`src/rtl/pong_pkg.sv`:
```
// rtl/pong_pkg.sv - shared game-state encodings and default playfield geometry
package pong_pkg;

    typedef enum logic [1:0] {
        QI      = 2'b00,
        QGAME_1 = 2'b01,
        QGAME_2 = 2'b10,
        QDONE   = 2'b11
    } game_state_t;

    localparam int DEF_H_MAX      = 640;
    localparam int DEF_V_MAX      = 480;
    localparam int DEF_BALL_SIZE  = 8;
    localparam int DEF_BALL_STEP  = 4;
    localparam int DEF_PAD_HALF   = 50;
    localparam int DEF_PAD1_X     = 20;
    localparam int DEF_PAD2_X     = 610;
    localparam int DEF_PAD_W      = 10;
    localparam int DEF_SERVE_X    = 320;
    localparam int DEF_SERVE_Y    = 240;
    localparam int DEF_SERVE_HOLD = 30;
    localparam int DEF_WIN_SCORE  = 10;

    // Zero-extend a 10-bit screen coordinate into the 11-bit signed math domain.
    function automatic logic signed [10:0] to_s11(input logic [9:0] v);
        return signed'({1'b0, v});
    endfunction

endpackage

```
`src/rtl/pong_paddle_hit.sv`:
```
// rtl/pong_paddle_hit.sv - vertical overlap test between the ball and one paddle
module pong_paddle_hit
    import pong_pkg::*;
#(
    parameter int BALL_SIZE = DEF_BALL_SIZE,
    parameter int PAD_HALF  = DEF_PAD_HALF
) (
    input  logic [9:0] i_ball_y,
    input  logic [9:0] i_pad_y,
    output logic       o_overlap
);

    localparam logic signed [10:0] C_SIZE = 11'(BALL_SIZE);
    localparam logic signed [10:0] C_HALF = 11'(PAD_HALF);

    logic signed [10:0] w_by;
    logic signed [10:0] w_py;

    assign w_by      = to_s11(i_ball_y);
    assign w_py      = to_s11(i_pad_y);
    assign o_overlap = (w_by + C_SIZE >= w_py - C_HALF) && (w_by <= w_py + C_HALF);

endmodule

```
`src/rtl/pong_ball_engine.sv`:
```
// rtl/pong_ball_engine.sv - per-tick ball motion, bounces, scoring and game FSM
module pong_ball_engine
    import pong_pkg::*;
#(
    parameter int H_MAX      = DEF_H_MAX,
    parameter int V_MAX      = DEF_V_MAX,
    parameter int BALL_SIZE  = DEF_BALL_SIZE,
    parameter int BALL_STEP  = DEF_BALL_STEP,
    parameter int PAD_HALF   = DEF_PAD_HALF,
    parameter int PAD1_X     = DEF_PAD1_X,
    parameter int PAD2_X     = DEF_PAD2_X,
    parameter int PAD_W      = DEF_PAD_W,
    parameter int SERVE_X    = DEF_SERVE_X,
    parameter int SERVE_Y    = DEF_SERVE_Y,
    parameter int SERVE_HOLD = DEF_SERVE_HOLD,
    parameter int WIN_SCORE  = DEF_WIN_SCORE
) (
    input  logic       clk,
    input  logic       reset,
    input  logic       tick,
    input  logic       start,
    input  logic [9:0] pad1_y,
    input  logic [9:0] pad2_y,
    output logic [9:0] ball_x,
    output logic [9:0] ball_y,
    output logic [3:0] p1_score,
    output logic [3:0] p2_score,
    output logic [1:0] state,
    output logic       scored
);

    localparam int HOLD_W = $clog2(SERVE_HOLD + 1);

    localparam logic signed [10:0] C_STEP   = 11'(BALL_STEP);
    localparam logic signed [10:0] C_SIZE   = 11'(BALL_SIZE);
    localparam logic signed [10:0] C_X_MISS = 11'(H_MAX - BALL_SIZE);
    localparam logic signed [10:0] C_Y_BOT  = 11'(V_MAX - BALL_SIZE);
    localparam logic signed [10:0] C_PAD2_X = 11'(PAD2_X);
    localparam logic signed [10:0] C_PAD1_R = 11'(PAD1_X + PAD_W);
    localparam logic signed [10:0] C_ZERO   = '0;

    game_state_t       r_state, w_state_n;
    logic [9:0]        r_x, r_y, w_x_n, w_y_n;
    logic              r_dy, w_dy_n;
    logic [HOLD_W-1:0] r_hold, w_hold_n;
    logic [3:0]        r_p1, r_p2, w_p1_n, w_p2_n, w_p1_inc, w_p2_inc;
    logic              r_scored, w_scored_n;

    logic signed [10:0] w_x, w_y, w_nx, w_ny;
    logic               w_right, w_move, w_ov1, w_ov2;
    logic               w_wall_hi, w_wall_lo, w_dy_wall;
    logic [9:0]         w_y_wall;
    logic               w_hit1, w_hit2, w_miss1, w_miss2;

    pong_paddle_hit #(.BALL_SIZE(BALL_SIZE), .PAD_HALF(PAD_HALF)) u_hit1 (
        .i_ball_y (r_y),
        .i_pad_y  (pad1_y),
        .o_overlap(w_ov1)
    );

    pong_paddle_hit #(.BALL_SIZE(BALL_SIZE), .PAD_HALF(PAD_HALF)) u_hit2 (
        .i_ball_y (r_y),
        .i_pad_y  (pad2_y),
        .o_overlap(w_ov2)
    );

    // QI serves rightward, so only QGAME_2 travels left.
    assign w_right = (r_state != QGAME_2);
    assign w_x     = to_s11(r_x);
    assign w_y     = to_s11(r_y);
    assign w_nx    = w_right ? w_x + C_STEP : w_x - C_STEP;
    assign w_ny    = r_dy ? w_y + C_STEP : w_y - C_STEP;

    assign w_wall_hi = r_dy && (w_ny >= C_Y_BOT);
    assign w_wall_lo = !r_dy && (w_ny <= C_ZERO);
    assign w_y_wall  = w_wall_hi ? 10'(V_MAX - BALL_SIZE) : (w_wall_lo ? 10'd0 : w_ny[9:0]);
    assign w_dy_wall = r_dy ^ (w_wall_hi | w_wall_lo);

    assign w_hit2  = (w_nx + C_SIZE >= C_PAD2_X) && (w_x + C_SIZE <= C_PAD2_X) && w_ov2;
    assign w_miss2 = (w_nx >= C_X_MISS);
    assign w_hit1  = (w_nx <= C_PAD1_R) && (w_x >= C_PAD1_R) && w_ov1;
    assign w_miss1 = (w_nx <= C_ZERO);

    assign w_p1_inc = (r_p1 != 4'(WIN_SCORE)) ? r_p1 + 4'd1 : r_p1;
    assign w_p2_inc = (r_p2 != 4'(WIN_SCORE)) ? r_p2 + 4'd1 : r_p2;

    always_comb begin
        w_state_n  = r_state;
        w_x_n      = r_x;
        w_y_n      = r_y;
        w_dy_n     = r_dy;
        w_hold_n   = r_hold;
        w_p1_n     = r_p1;
        w_p2_n     = r_p2;
        w_scored_n = 1'b0;
        w_move     = 1'b0;

        if (tick) begin
            case (r_state)
                QI: begin
                    if (start) begin
                        w_state_n = QGAME_1;
                        w_move    = 1'b1;
                    end
                end
                QGAME_1, QGAME_2: begin
                    if (r_hold != '0) w_hold_n = r_hold - HOLD_W'(1);
                    else              w_move   = 1'b1;
                end
                QDONE: begin
                    if (!start) begin
                        w_state_n = QI;
                        w_p1_n    = '0;
                        w_p2_n    = '0;
                        w_hold_n  = '0;
                    end
                end
                default: w_state_n = QI;
            endcase
        end

        if (w_move) begin
            w_y_n  = w_y_wall;
            w_dy_n = w_dy_wall;
            if (w_right ? w_hit2 : w_hit1) begin
                w_x_n     = w_right ? 10'(PAD2_X - BALL_SIZE) : 10'(PAD1_X + PAD_W);
                w_state_n = w_right ? QGAME_2 : QGAME_1;
            end else if (w_right ? w_miss2 : w_miss1) begin
                // A miss overrides any wall bounce in the same tick; dy survives the re-serve.
                w_scored_n = 1'b1;
                w_x_n      = 10'(SERVE_X);
                w_y_n      = 10'(SERVE_Y);
                w_dy_n     = r_dy;
                w_hold_n   = HOLD_W'(SERVE_HOLD);
                if (w_right) w_p1_n = w_p1_inc;
                else         w_p2_n = w_p2_inc;
                if ((w_right ? w_p1_inc : w_p2_inc) == 4'(WIN_SCORE)) w_state_n = QDONE;
            end else begin
                w_x_n = w_nx[9:0];
            end
        end
    end

    always_ff @(posedge clk or posedge reset) begin
        if (reset) begin
            r_state  <= QI;
            r_x      <= 10'(SERVE_X);
            r_y      <= 10'(SERVE_Y);
            r_dy     <= 1'b1;
            r_hold   <= '0;
            r_p1     <= '0;
            r_p2     <= '0;
            r_scored <= 1'b0;
        end else begin
            r_state  <= w_state_n;
            r_x      <= w_x_n;
            r_y      <= w_y_n;
            r_dy     <= w_dy_n;
            r_hold   <= w_hold_n;
            r_p1     <= w_p1_n;
            r_p2     <= w_p2_n;
            r_scored <= w_scored_n;
        end
    end

    assign ball_x   = r_x;
    assign ball_y   = r_y;
    assign p1_score = r_p1;
    assign p2_score = r_p2;
    assign state    = r_state;
    assign scored   = r_scored;

endmodule

```
`config.mk`:
```
export PLATFORM = sky130hd
export DESIGN_NAME = pong_ball_engine
export DESIGN_NICKNAME = d
export VERILOG_FILES = /design/src/rtl/pong_pkg.sv /design/src/rtl/pong_paddle_hit.sv /design/src/rtl/pong_ball_engine.sv
export SDC_FILE = /design/constraint.sdc
export NUM_CORES = 1
export LEC_CHECK = 0
export ABC_AREA = 1
export BUFFER_PORTS_ARGS = -buffer_cell sky130_fd_sc_hd__buf_2
export CAP_MARGIN = 20
export CORE_UTILIZATION = 60
export CTS_CLUSTER_SIZE = 30
export DETAILED_ROUTE_END_ITERATION = 10
export GPL_TIMING_DRIVEN = 0
export PLACE_DENSITY = 0.92
export SETUP_SLACK_MARGIN = 0.02
export SYNTH_ARGS = -nofsm -noshare
export SYNTH_HDL_FRONTEND = slang
export SYNTH_SLANG_ARGS = --single-unit
```
`constraint.sdc`:
```
create_clock -name clk -period 3.5 [get_ports clk]
set_input_delay 0.175 -clock clk [delete_from_list [all_inputs] [get_ports clk]]
set_output_delay 0.175 -clock clk [all_outputs]
set_load 0.01 [all_outputs]
```
==> out/metrics.cfg, run 1 <==
[synthesis]
synthTopCellsByCount=198 x nand2_1, 122 x inv_1, 69 x nand3_1, 67 x ha_1, 62 x nor2_1
avgSynthCellArea_um2=6.538
synthArstFlopShare_pct=100.0
synth.largest_area_cell=ha_1
synth.most_common_cell=nand2_1
synth_top_cells_by_area=ha_1 16%, nand2_1 14%, dfrtp_1 14%
synth_ff_type=dfrtp_1
synth_edf_count=0
yosysSeqAreaShare_pct=17.63
syn_nets=882
ys_ff_latch=36
synth_warnings=0
netlist_area_um2=5159
syn_inst=789
yosys.area.top_type_share_pct=16.25
synth_cell_types=47

[floorplanning]
core_um2=8258
io_pins=55
row_count=33
dieHeight_um=94.73
die_area_um2=8973
start_util_pct=62.47
die_w_um=94.73

[timing]
slew_violations=0
min_period_ns=3.241
hold_slack_ns=-0.02070
report.final.setup_viol=0
skew_ns=0.008248
worst_pin_slew_ns=0.8929
fmaxAchievable_mhz=308.5
fin_ws_ns=0.2588
post-route-period-util_pct=92.61
max_slew_margin_pct=40.01
hold_violations=10
fin_tns_setup_ns=0

[detailed_routing]
drc_errors=0
vias=5345
wl_per_cell_um=13.18
wirelength_um=12700
ant_nets=0
routed_via_density=5.545
drt_iter0_drc=326
drt_first_pass_iters=5

[clocking]
cts_tree=built
cts_buffers=5
htree_levels=2
clockRootBuffer=clkbuf_8
path_clk_slew_ns=0.08
cts_sinks=36
clk_latency_ns=0.30
cts_buffer_depth=2
cts_hold_buffers=0

[place]
place_hpwl_um=9807
placed_cells=945
placement.cell_area_um2=5568
pre_cts_ws_ns=-0.01602
gp_congestion=0.8971
numPortBuffers=50

[outcome]
outcome=complete, but fails checks
failed_checks=hold timing

[critical_path]
path_class=flop to flop
crit_arrival_ns=3.43
start_kind=flop
r2r_start=ball_y[4]$_DFFE_PP1P_
worstPathCellList=inv_1 > nor3_2 > nand2_1 > nor2_2 > xnor2_1 > inv_1 > ha_1 > a21oi_1 > nor2_1 > a211oi_2 > nand3_1 > nand2_1 > nand3_1 > nand3_1 > nor2_4 > nor2_4 > nand2_4 > inv_4 > nand2_2 > nand2_1 > nand2_1
critPathCaptureType=flop
crit_fanout=9
critPathLaunch=ball_y[4]$_DFFE_PP1P_
slowest_stage=dfstp_2
required_ns=3.69
slowest_delay_ns=0.57
reg2reg_depth=21
critPathMostFrequentCell=nand2_1

[global_route]
grt_usage_pct=29.02
overflow=0
antenna_found_initial=0
grt_pass1_vias=4753
grt_max_degree=21
grt_pass1_wl_um=20760

[cells_and_area]
diodes=0
layout.nets=951
multi_input_area_um2=3702
utilization_pct=70.08
final_layout_size_suffix_gt1_share_pct=15.95
final_cells=964
nFillCells=707
syn_to_final_growth_pct=12.18
stdcell_area_um2=5787
regArea_um2=910.9

[power_and_ir_drop]
peakVddDrop_uv=433.2
power.density_nw_per_um2=818.8
cellLeakagePower_nw=3.253

[min_path]
hp-class=input port to async pin

[job]
maxCapViolations=0

==> stage by stage <==
stage / hold WS [ns] / power (mW)
6_report: -0.02070 / 4.738
5_1_grt: 0.03156 / 5.255
4_1_cts: 0.001260 / 4.540
3_5_place_dp: 0.3243 / 4.204
3_3_place_gp: 0.4928 / 4.109
2_1_floorplan: 0.3368 / 3.412
==> metal layers <==
| metal | vias up | part of all wire [%] | GRT usage, % |
|---|---|---|---|
| li1 | 2679 | - | - |
| met1 | 2421 | 45 | 37.64 |
| met2 | 215 | 47 | 49.16 |
| met3 | 30 | 6.3 | 4.106 |
| met4 | 0 | 2.2 | 9.975 |
| met5 | - | 0 | 0 |
==> power breakdown <==
part	switching (mW)	internal, mW
registers	0.236	0.601
clock network	0.155	0.160
logic	2.24	1.35
total	2.63	2.11
==> placed cells by master (no fill, tap or decap), drive strengths merged, types with 3 or more instances in the layout <==
cell type	Yosys	layout
nand4	19	19
dfstp	7	7
ha	67	67
a31oi	3	3
nor3	12	12
buf	5	67
dfrtp	29	29
xnor2	8	8
clkbuf	5	12
nor2	68	68
o21bai	3	3
nand2	218	218
o21ai	34	34
inv	132	131
xor2	37	37
a21oi	29	29
or2	4	4
nand3	73	73
o211ai	4	4
o22ai	4	4
nand3b	12	12
==> kinds of logic (layout without fill, tap and decap cells) <==
group | count (synthesis) | count (layout) | share of synthesized area (%)
and+or+nand+nor | 410 | 410 | 36.99
buffers and inverters | 144 | 214 | 11.33
AOI/OAI and AO/OA | 84 | 84 | 9.168
adders and majority gates | 69 | 69 | 17.03
xor gates and xnor gates | 45 | 45 | 7.786
DFF | 36 | 36 | 17.63
other | 1 | 1 | 0.07269
==> layout make-up <==
type / count / share of cell area (%)
well taps: 105 / 2.270
multi-input cells: 609 / 63.98
clock inverters: 1 / 0.1297
plain buffers: 10 / 1.232
inverters: 134 / 8.930
flip-flops and latches: 36 / 15.74
repair buffers: 62 / 6.227
clock buffers: 7 / 1.492
==> final timing paths <==
check | slack (ns) | end
setup reg to reg | 0.26 | p2_score[2]$_DFF_PP0_
min in group clk | 0.36 | state[1]$_DFF_PP0_
hold reg to reg | 0.51 | r_dy$_DFFE_PP1P_
max in group asynchronous | 2.89 | ball_x[8]$_DFFE_PP1P_
setup / recovery | 0.26 | p2_score[2]$_DFF_PP0_
hold / removal | -0.02 | state[0]$_DFF_PP0_
==> critical path, delay by kind of cell, from the launching register on <==
family	cells	cell delay (ns)
adders and majority gates	1	0.31
buffers and inverters	3	0.30
xor gates and xnor gates	1	0.14
DFF	1	0.57
and+or+nand+nor	14	1.47
AOI/OAI and AO/OA	2	0.34
==> state kept, by name (all words and copies together), names as in the netlist <==
signal	cells
state	2
ball_x	9
ball_y	10
scored	1
p2_score	4
r_dy	1
r_hold	5
p1_score	4
==> timing repair <==
| item | in CTS | in global routing |
|---|---|---|
| resized for setup | 1 | 11 |
| setup endpoints to repair | 10 | 36 |
| setup buffers | 0 | 11 |
| pin swaps | 0 | 2 |
No activity file was read; power rests on OpenSTA's default activity.
==> run 2: changes to the inputs <==
- CELL_PAD_IN_SITES_DETAIL_PLACEMENT: default -> 1
- CELL_PAD_IN_SITES_GLOBAL_PLACEMENT: default -> 2
- CORE_UTILIZATION: 60 -> 33
==> out/metrics.cfg, run 2 (synthesized netlist as in run 1, its figures left out) <==
[floorplanning]
start_util_pct=33.93
io_pins=55
die_area_um2=16140
dieHeight_um=127.0
row_count=45
core_um2=15200
die_w_um=127.0

[power_and_ir_drop]
power.density_nw_per_um2=831.4
cellLeakagePower_nw=3.271
peakVddDrop_uv=269.0
power_mw=4.947

[critical_path]
critPathTopFamily=simple AND/OR/NAND/NOR gates
start_kind=flop
crit_fanout=9
slowest_stage=dfstp_2
critPathMostFrequentCell=nand2_1
r2r_start=ball_y[4]$_DFFE_PP1P_
critPathLaunch=ball_y[4]$_DFFE_PP1P_
critPathCaptureType=flop
path_class=flop to flop
cp_num_buf_inv=1
worstPathCellList=ha_1 > nand3_1 > nor2_1 > nand2_1 > xor2_2 > ha_1 > nand2_1 > nor2_1 > a211oi_2 > nand3_1 > nand2_1 > nand3_2 > nand3_2 > nor2_2 > nor2_4 > nand2_4 > inv_6 > nand2_2 > nand2_1 > nand2_1
required_ns=3.67
slowest_delay_ns=0.57
crit_arrival_ns=3.43

[cells_and_area]
diodes=0
final_layout_size_suffix_gt1_share_pct=16.78
multi_input_area_um2=3750
nFillCells=2023
regArea_um2=912.1
layout.nets=950
largest_reg_flops=10
utilization_pct=39.14
syn_to_final_growth_pct=15.35
most-common-layout-cells=197 x nand2_1, 120 x inv_1, 67 x nand3_1
final_common_cell=nand2_1

[detailed_routing]
wirelength_um=15380
drt_iter0_drc=153
routed_via_density=4.969
ant_nets=0
dr_wl_met2_um=7488
drt_first_pass_iters=4
vias=5198
drc_errors=0
met1_length_um=7579
wl_met3_um=215
maxUsedRoutingLayer=met4
wl_per_cell_um=14.70

[global_route]
grt_max_degree=37
grt_pass1_vias=5300
overflow=0
antenna_found_initial=0
grt_pass1_wl_um=25830
grt_usage_pct=19.62

[clocking]
cts_buffer_depth=2
cts_sinks=36
cts_tree=built
clockRootBuffer=clkbuf_16
cts_buffers=5
cts_hold_buffers=0
clk_latency_ns=0.28
htree_levels=2
path_clk_slew_ns=0.06

[place]
numPortBuffers=50
place_hpwl_um=12240
gp_congestion=0.7828
pre_cts_ws_ns=-0.1886

[timing]
fin_ws_ns=0.2397
fin_tns_setup_ns=0
worst_pin_slew_ns=0.9273
post-route-period-util_pct=93.15
fmaxAchievable_mhz=306.7
report.final.setup_viol=0
slew_violations=0
hold_violations=0
max_slew_margin_pct=37.71
min_period_ns=3.260
skew_ns=0.005842

[job]
maxCapViolations=0

[min_path]
hp-class=input port to async pin

[outcome]
outcome=finished clean

## run 2: cell types whose count changed in the layout (fill, tap and decap cells not counted), moves of 2 or more
| cell | before | now |
|---|---|---|
| inv_2 | 8 | 10 |
| clkbuf_8 | 6 | 0 |
| clkbuf_16 | 0 | 5 |
| nand3_2 | 2 | 5 |
| clkinvlp_4 | 2 | 0 |
| nand3_1 | 69 | 67 |
## run 2: area by class of cell
class                      count  area share (%)
buffer                        10           1.198
clock buffer                   7           2.229
clock inverter                 1          0.1472
inverter                     134           8.663
multi-input combinational    610           63.02
sequential                    36           15.33
tap                          188           3.953
timing repair buffer          60           5.467
## run 2: worst paths after layout
| check | to | slack (ns) | cells past startpoint |
|---|---|---|---|
| hold reg to reg | r_hold[4]$_DFF_PP0_ | 0.51 | 2 |
| setup reg to reg | p2_score[1]$_DFF_PP0_ | 0.24 | 20 |
| setup / recovery | p2_score[1]$_DFF_PP0_ | 0.24 | 20 |
| min in group clk | state[1]$_DFF_PP0_ | 0.36 | 4 |
| max in group asynchronous | ball_y[3]$_DFFE_PP0P_ | 2.89 | 2 |
| hold / removal | r_hold[3]$_DFF_PP0_ | 0.05 | 2 |
## run 2: per-layer routing
| metal | up-vias | GRT usage [%] |
|---|---|---|
| met5 | - | 0 |
| met4 | 0 | 2.311 |
| met3 | 10 | 1.256 |
| met2 | 60 | 35.29 |
| met1 | 2456 | 26.45 |
| li1 | 2672 | - |
## run 2: report_power, final
| part | internal (mW) | total [mW] | switching, mW |
|---|---|---|---|
| Clock | 0.266 | 0.440 | 0.174 |
| Combinational | 1.34 | 3.65 | 2.31 |
| Sequential | 0.602 | 0.853 | 0.251 |
## run 2: timing repair
item	in CTS	in global routing
cloned	0	1
endpoints found under the hold margin	0	0
resized for setup	5	16
pin swaps	0	7
buffers inserted	0	10
setup endpoints to repair	36	36
## run 2: metrics by stage
stage	area, um^2	hold slack, ns	std cells
6_report	5951	0.04877	1046
5_1_grt	5951	0.1208	1046
4_1_cts	5797	0.08402	1035
3_5_place_dp	5644	0.3830	1027
3_3_place_gp	5644	0.4911	1027
2_1_floorplan	5159	0.3368	789
## run 2: worst reg2reg max path: stages, from the launching register on
cell and delay (ns):
dfstp_2 0.57, ha_1 0.20, nand3_1 0.13, nor2_1 0.12
nand2_1 0.09, xor2_2 0.19, ha_1 0.32, nand2_1 0.10
nor2_1 0.06, a211oi_2 0.26, nand3_1 0.12, nand2_1 0.09
nand3_2 0.08, nand3_2 0.09, nor2_2 0.07, nor2_4 0.23
nand2_4 0.11, inv_6 0.10, nand2_2 0.07, nand2_1 0.08
nand2_1 0.06
==> run 3: changes to the inputs <==
- CORE_ASPECT_RATIO: default -> 0.8
==> out/metrics.cfg, run 3 (synthesized netlist as in run 1, its figures left out) <==
[cells_and_area]
nFillCells=1989
largest_reg_flops=10
stdcell_area_um2=6022
multi_input_area_um2=3749
regArea_um2=912.1
diodes=0
syn_to_final_growth_pct=16.74
utilization_pct=39.71
final_common_cell=nand2_1
final_layout_size_suffix_gt1_share_pct=17.09
final_cells=1070
most-common-layout-cells=196 x nand2_1, 120 x inv_1, 67 x nand3_1
layout.nets=952

[clocking]
htree_levels=2
clockRootBuffer=clkbuf_16
clk_latency_ns=0.28
cts_buffer_depth=2
cts_buffers=5
cts_sinks=36
cts_tree=built
cts_hold_buffers=0
path_clk_slew_ns=0.06

[power_and_ir_drop]
p_clk_share_pct=9.0
p_comb_share_pct=74.2
power.switching_mw=2.806
p_int_mw=2.261
power.density_nw_per_um2=841.4
peakVddDrop_uv=292.6
seqPwrFrac_pct=16.7
cellLeakagePower_nw=3.287
switching_share_pct=55.37

[detailed_routing]
vias=5190
drt_first_pass_iters=4
ant_nets=0
wirelength_um=16050
wl_per_cell_um=15.00
routed_via_density=4.850
drc_errors=0
drt_iter0_drc=258

[timing]
min_period_ns=3.284
max_slew_margin_pct=40.57
grt_setup_unrepaired=false
hold_violations=0
skew_ns=0.009239
post-route-period-util_pct=93.82
slew_violations=0
report.final.setup_viol=0
worst_pin_slew_ns=0.8846
fmaxAchievable_mhz=304.5

[place]
placed_cells=1049
numPortBuffers=50
gp_congestion=0.8198
placement.cell_area_um2=5672
place_hpwl_um=12640

[floorplanning]
io_pins=55
die_w_um=141.8
dieHeight_um=113.8
row_count=40
core_um2=15160
start_util_pct=34.02
die_area_um2=16140

[global_route]
grt_usage_pct=19.73
antenna_found_initial=0
grt_pass1_vias=5072
grt_pass1_wl_um=25570
overflow=0
grt_max_degree=37

[critical_path]
crit_arrival_ns=3.45
path_class=flop to flop
crit_fanout=5
start_kind=flop
critPathCaptureType=flop
required_ns=3.67

[job]
maxCapViolations=0

[min_path]
hp-class=input port to async pin

[outcome]
outcome=finished clean

[run 3: cell types whose count changed in the layout (fill, tap and decap cells not counted), moves of 2 or more]
cell    previous run  this run
ha_1              65        63
ha_2               1         3
nor2_2             6         4
nor2_4             3         5
[run 3: path summary, 6_finish.rpt]
path	start	end	slack (ns)	cells after the start
setup / recovery	ball_y[4]$_DFFE_PP1P_	p2_score[3]$_DFF_PP0_	0.22	21
setup reg to reg	ball_y[4]$_DFFE_PP1P_	p2_score[3]$_DFF_PP0_	0.22	21
min in group clk	start	state[1]$_DFF_PP0_	0.40	4
hold / removal	reset	r_hold[0]$_DFF_PP0_	0.05	2
max in group asynchronous	reset	ball_y[3]$_DFFE_PP0P_	2.90	2
hold reg to reg	r_dy$_DFFE_PP1P_	r_dy$_DFFE_PP1P_	0.50	2
[run 3: cell type report]
type	instances	area share, %
repair buffers	62	5.859
inverters	134	8.664
plain buffers	10	1.184
flip-flops and latches	36	15.15
multi-input cells	609	62.25
well taps	210	4.363
repair inverters	1	0.1039
clock buffers	8	2.431
[run 3: per-layer routing]
layer / part of all wire [%] / vias to the layer above / GRT usage [%]
li1: - / 2683 / -
met1: 53 / 2448 / 28.73
met2: 44 / 51 / 32.58
met3: 2.3 / 8 / 1.763
met4: 0.49 / 0 / 2.007
met5: 0 / - / 0
[run 3: power by group through the flow]
stage / Sequential [mW] / Combinational [mW] / Clock, mW
after floorplan: 0.842 / 2.57 / 0
after global placement: 0.885 / 3.44 / 0
after detailed placement: 0.887 / 3.52 / 0
after CTS: 0.887 / 3.56 / 0.456
after global routing: 0.878 / 4.28 / 0.476
final: 0.848 / 3.76 / 0.458
[run 3: repair_timing]
action                                  4_1_cts  5_1_grt
endpoints found under the hold margin         0        0
pin swaps                                     0       10
resized for setup                             6       20
buffers inserted                              1       11
cloned                                        0        1
endpoints found under the setup margin       36       36
[run 3: per-stage QoR]
stage	total power, mW	setup TNS (ns)	hold slack [ns]	setup slack, ns
finish	5.067	0	0.04655	0.2161
global route	5.635	0	0.1252	0.006509
CTS	4.903	0	0.06750	0.07641
detailed placement	4.402	-7.657	0.3664	-0.3151
global placement	4.326	-4.181	0.4937	-0.2242
floorplan	3.412	0	0.3368	0.4523
[run 3: critical path, cell delays in order, from the launching register on]
cell and delay [ns]:
dfstp_2 0.58, inv_1 0.10, nor3_4 0.22, nand2_2 0.08
nor2_4 0.13, xnor2_1 0.15, inv_1 0.09, ha_1 0.29
a21oi_1 0.13, nor2_1 0.06, a211oi_2 0.25, nand3_1 0.11
nand2_1 0.07, nand3_1 0.09, nand3_2 0.11, nor2_4 0.05
nor2_4 0.19, nand2_4 0.13, inv_8 0.10, nand2_2 0.07
nand2_1 0.09, nand2_1 0.05
